$ cat src/rtl/viterbi_traceback.sv
// ============================================================================
//  Module   : viterbi_traceback
//  Purpose  : Buffers one frame of two-state survivor decision codes, selects
//             the better final state and traces back, emitting codes LIFO.
//  Revision : 1.0  initial release
// ============================================================================
`default_nettype none

module viterbi_traceback #(
    parameter int DEPTH = 8,
    parameter int PTR_W = 3
) (
    input  logic       CLK,
    input  logic       RST_N,
    input  logic       in_valid,
    output logic       in_ready,
    input  logic       in_last,
    input  logic [7:0] survivor_10,
    input  logic [7:0] survivor_01,
    input  logic [3:0] temp_c10,
    input  logic [3:0] temp_c01,
    output logic       out_valid,
    input  logic       out_ready,
    output logic [3:0] out_code,
    output logic       out_state,
    output logic       out_last,
    output logic       frame_trunc
);

    typedef enum logic [1:0] {
        S_FILL   = 2'd0,
        S_SELECT = 2'd1,
        S_TRACE  = 2'd2
    } state_t;

    localparam logic [PTR_W:0] FULL_COUNT = (PTR_W+1)'(DEPTH);

    state_t           state_q, state_d;
    logic [PTR_W-1:0] wr_ptr_q, wr_ptr_d;
    logic [PTR_W-1:0] rd_ptr_q, rd_ptr_d;
    logic [PTR_W:0]   count_q, count_d;
    logic [7:0]       last_m10_q, last_m10_d;
    logic [7:0]       last_m01_q, last_m01_d;
    logic             tstate_q, tstate_d;
    logic             trunc_q, trunc_d;

    // Each entry packs {c10, c01}; contents need no reset.
    logic [7:0]       mem_q [DEPTH];

    logic             w_accept;
    logic [PTR_W:0]   w_count_inc;
    logic [PTR_W:0]   w_count_dec;
    logic             w_full;
    logic [7:0]       w_rd_word;
    logic [3:0]       w_code;
    logic             w_at_oldest;
    logic             w_tracing;

    assign w_accept    = in_valid && (state_q == S_FILL);
    assign w_count_inc = count_q + 1'b1;
    assign w_count_dec = count_q - 1'b1;
    assign w_full      = (w_count_inc == FULL_COUNT);
    assign w_rd_word   = mem_q[rd_ptr_q];
    assign w_code      = tstate_q ? w_rd_word[7:4] : w_rd_word[3:0];
    assign w_at_oldest = (rd_ptr_q == '0);
    assign w_tracing   = (state_q == S_TRACE);

    always_comb begin
        state_d    = state_q;
        wr_ptr_d   = wr_ptr_q;
        rd_ptr_d   = rd_ptr_q;
        count_d    = count_q;
        last_m10_d = last_m10_q;
        last_m01_d = last_m01_q;
        tstate_d   = tstate_q;
        trunc_d    = trunc_q;
        case (state_q)
            S_FILL: begin
                if (w_accept) begin
                    wr_ptr_d   = wr_ptr_q + 1'b1;
                    count_d    = w_count_inc;
                    last_m10_d = survivor_10;
                    last_m01_d = survivor_01;
                    if (in_last || w_full) begin
                        state_d = S_SELECT;
                    end
                    // A buffer-full beat without in_last is forced to end the frame.
                    if (w_full && !in_last) begin
                        trunc_d = 1'b1;
                    end
                end
            end
            S_SELECT: begin
                tstate_d = (last_m10_q <= last_m01_q);
                rd_ptr_d = w_count_dec[PTR_W-1:0];
                state_d  = S_TRACE;
            end
            S_TRACE: begin
                if (out_ready) begin
                    tstate_d = (w_code[3:2] == 2'b10);
                    rd_ptr_d = rd_ptr_q - 1'b1;
                    if (w_at_oldest) begin
                        state_d  = S_FILL;
                        count_d  = '0;
                        wr_ptr_d = '0;
                    end
                end
            end
            default: state_d = S_FILL;
        endcase
    end

    always_ff @(posedge CLK or negedge RST_N) begin
        if (!RST_N) begin
            state_q    <= S_FILL;
            wr_ptr_q   <= '0;
            rd_ptr_q   <= '0;
            count_q    <= '0;
            last_m10_q <= '0;
            last_m01_q <= '0;
            tstate_q   <= 1'b1;
            trunc_q    <= 1'b0;
        end else begin
            state_q    <= state_d;
            wr_ptr_q   <= wr_ptr_d;
            rd_ptr_q   <= rd_ptr_d;
            count_q    <= count_d;
            last_m10_q <= last_m10_d;
            last_m01_q <= last_m01_d;
            tstate_q   <= tstate_d;
            trunc_q    <= trunc_d;
        end
    end

    always_ff @(posedge CLK) begin
        if (w_accept) begin
            mem_q[wr_ptr_q] <= {temp_c10, temp_c01};
        end
    end

    assign in_ready    = (state_q == S_FILL);
    assign out_valid   = w_tracing;
    assign out_code    = w_tracing ? w_code : 4'd0;
    assign out_state   = w_tracing && tstate_q;
    assign out_last    = w_tracing && w_at_oldest;
    assign frame_trunc = trunc_q;

endmodule

`default_nettype wire

$ cat config.mk
export PLATFORM = sky130hd
export DESIGN_NAME = viterbi_traceback
export DESIGN_NICKNAME = d
export VERILOG_FILES = /design/src/rtl/viterbi_traceback.sv
export SDC_FILE = /design/constraint.sdc
export NUM_CORES = 1
export LEC_CHECK = 0
export BUFFER_PORTS_ARGS = -buffer_cell sky130_fd_sc_hd__buf_2
export CAP_MARGIN = 40
export CORE_ASPECT_RATIO = 1.5
export CORE_MARGIN = 5
export CORE_UTILIZATION = 53
export CTS_CLUSTER_SIZE = 25
export DETAILED_ROUTE_END_ITERATION = 7
export PLACE_DENSITY = 0.86
export SYNTH_ARGS = -nofsm -noshare
export SYNTH_HDL_FRONTEND = slang
export SYNTH_SLANG_ARGS = --single-unit
$ cat constraint.sdc
create_clock -name CLK -period 2.4 [get_ports CLK]
set_input_delay 0.12 -clock CLK [delete_from_list [all_inputs] [get_ports CLK]]
set_output_delay 0.12 -clock CLK [all_outputs]
set_load 0.02 [all_outputs]
==> impl_metrics.yaml <==
layout:
  final_net_count: 381
  final_layout_size_suffix_gt1_frac: 0.2812
  synthToLayoutAreaGrowth_pct: 24.16
  num_antenna_cells: 0
  fin_area_um2: 4996
  n_fill_cell: 518
routing:
  drt-vias-per-instance: 5.671
  routed_wl_um: 8932
  drcViolationCount: 0
  first_iter_violations: 235
  drtAntennaViolNets: 0
  wl_per_cell_um: 19.98
  vias: 2535
  drt_pass1_iterations: 4
placed_design:
  hpwl_um: 5509
  gp_congestion: 0.7563
  port_buffers: 37
  post_dp_cell_area_um2: 4428
pwr:
  pwr-share-comb: 0.345
  swShare: 0.3156
  power_density_nw_per_um2: 1221
  ir_worst_vdd_uv: 735.8
  p_seq_frac: 0.394
  fin_total_pwr_mw: 6.098
  power_switching_mw: 1.925
  p_int_mw: 4.173
  power_frac_clock: 0.260
  p_leak_nw: 1.975
synthesis:
  async_flop_share: 0.3191
  syn_avg_cell_area_um2: 14.69
  yosys_most_used_dff: "edfxtp_1"
  ys_seq_area_frac: 0.6645
  yosys_warnings: 0
  syn_area_um2: 4024
  synth_edf_count: 64
  synth_cells: 274
  syn-num-nets: 314
  synth_cell_type_count: 37
  ys_seq_elements: 94
cts:
  cts_tree: "done"
  insertion_delay_ns: 0.33
  cts_buffers: 9
  cts_buffer_depth: 2
  root_buffer: "clkbuf_16"
  clock_sinks: 94
  path_clk_slew_ns: 0.06
  htreeDepth: 3
global_routing:
  grt_pass1_vias: 2754
  grt_use_total: 0.2092
  grt.overflow.total: 0
  grt_pass1_wl_um: 14110
  antenna_found_initial: 0
  grt_max_degree: 31
min_path:
  hold_path_class: "in2reg"
timing:
  finalSetupViolCount: 0
  fmax_mhz: 429.1
  hold-worst-slack_ns: 0.008595
  finalCritPeriodShare: 0.9711
  slew_violations: 0
  worst_slew_pin_slew_ns: 0.6964
  period_minus_slack_ns: 2.331
  rsz0062_at_grt: "true"
  clock_skew_ns: 0.004610
  hold_viol_final: 0
  slew_headroom: 0.5357
critical_path:
  arrival_ns: 2.21
  crit_path_start_kind: "flip-flop"
  critPathCaptureType: "primary output"
  worst-path-max-fanout: 7
  cp.required_ns: 2.28
  criticalPathCategory: "reg2out"
floorplan:
  row_count: 39
  die_w_um: 81.15
  die_h_um: 116.7
  core-area_um2: 7515
  initial_core_util: 0.5355
  num_io_pins: 38
  dieArea_um2: 9471
job:
  drv_cap: 0
status:
  outcome: "completed"
power by group through the flow:
stage / clock network [mW] / logic (mW) / registers [mW]
after floorplan: 0 / 1.44 / 2.26
after global placement: 0 / 1.79 / 2.39
after detailed placement: 0 / 1.90 / 2.42
after CTS: 1.61 / 1.99 / 2.40
after global routing: 1.67 / 2.32 / 2.45
final: 1.59 / 2.11 / 2.41
sequential cells by signal, indices dropped and copies added, names as in the netlist:
| register | count |
|---|---|
| rd_ptr_q | 3 |
| wr_ptr_q | 3 |
| last_m01_q | 8 |
| state_q | 2 |
| count_q | 4 |
| frame_trunc | 1 |
| last_m10_q | 8 |
| tstate_q | 1 |
| mem_q | 64 |
cell usage after synthesis (2+ instances only):
library cell | number | area share
a31oi_1 | 3 | 0.0047
and2_1 | 6 | 0.0093
a22o_1 | 2 | 0.0044
dfrtp_1 | 29 | 0.18
a21oi_1 | 6 | 0.0075
mux2i_1 | 8 | 0.020
nand2_1 | 49 | 0.046
xnor2_1 | 2 | 0.0044
o21ai_0 | 17 | 0.021
nor2_1 | 5 | 0.0047
inv_1 | 9 | 0.0084
mux4_2 | 18 | 0.10
nor3b_1 | 4 | 0.0075
and4_1 | 2 | 0.0044
clkbuf_1 | 10 | 0.0093
nand3_1 | 2 | 0.0025
nor2b_1 | 2 | 0.0031
edfxtp_1 | 64 | 0.48
nor3_1 | 3 | 0.0037
buf_2 | 3 | 0.0037
nand2b_1 | 2 | 0.0031
nor4b_1 | 2 | 0.0044
xor2_1 | 2 | 0.0044
ha_1 | 11 | 0.034
logic make-up (layout without fill, tap and decap cells):
logic type | count (synthesis) | in the layout | share of synthesized area
adders and majority gates | 11 | 11 | 0.03420
xor gates and xnor gates | 4 | 4 | 0.008708
AOI/OAI and AO/OA | 34 | 34 | 0.04945
muxes | 27 | 27 | 0.1234
buffers and inverters | 24 | 95 | 0.02612
and+or+nand+nor | 80 | 80 | 0.09360
DFF | 94 | 94 | 0.6645
cell type report:
class	count	area (um2)	area share
Clock inverter	6	110.1	0.02204
Timing Repair Buffer	71	551.8	0.1104
Clock buffer	9	225.2	0.04508
Sequential cell	94	2675	0.5354
Tap cell	102	127.6	0.02554
Multi-Input combinational cell	156	1272	0.2547
Inverter	9	33.78	0.006762
critical path: stages (launching register included):
cell and delay, ns:
dfrtp_2 0.46, buf_12 0.16, mux4_2 0.50, mux4_2 0.48
and2_4 0.15, buf_6 0.12
timing repair:
item | 4_1_cts | 5_1_grt
cloned | 0 | 1
endpoints found under the hold margin | 43 | 0
pin swaps | 0 | 3
buffers inserted | 1 | 1
setup endpoints to repair | 2 | 4
hold buffers | 15 | 0
gates resized for setup | 1 | 9
metrics by stage:
step	instances	utilization	setup slack, ns	TNS (ns)
3_3_place_gp	414	0.5892	0.3805	0
6_report	447	0.6648	0.06929	0
4_1_cts	445	0.6567	0.003028	0
5_1_grt	447	0.6648	-0.01282	-0.01282
2_1_floorplan	274	-	0.03323	0
3_5_place_dp	414	0.5892	0.2837	0
path summary, 6_finish.rpt:
| check | startpoint | endpoint | slack, ns | depth (start not counted) |
|---|---|---|---|---|
| setup / recovery | rd_ptr_q[0]$_DFFE_PN0P_ | out_code[0] | 0.07 | 5 |
| hold / removal | survivor_10[0] | last_m10_q[0]$_DFFE_PN0P_ | 0.009 | 3 |
| setup reg to reg | state_q[1]$_DFFE_PN0P_ | rd_ptr_q[2]$_DFFE_PN0P_ | 0.26 | 7 |
| hold reg to reg | frame_trunc$_DFFE_PN0P_ | frame_trunc$_DFFE_PN0P_ | 0.49 | 1 |
| max in group asynchronous | RST_N | rd_ptr_q[0]$_DFFE_PN0P_ | 1.54 | 2 |
| min in group asynchronous | RST_N | last_m10_q[2]$_DFFE_PN0P_ | 0.38 | 2 |
placed cells by master (no fill, tap or decap), types with 4 or more instances in the layout:
master         count
nand2_1           49
nor2_1             5
clkbuf_16         10
mux4_2            18
a21oi_1            6
mux2i_1            8
edfxtp_1          64
dlygate4sd3_1     15
dfrtp_1           28
buf_4             15
ha_1              11
o21ai_0           17
and2_1             4
inv_1              9
buf_2             34
metal layers:
metal	GRT usage	up-vias	share of wire
met5	0	-	0
met4	0.08794	0	0.027
met3	0.04861	23	0.058
met2	0.3779	99	0.56
met1	0.2334	1264	0.35
li1	-	1149	-
Power figures use the tool's default switching activity.
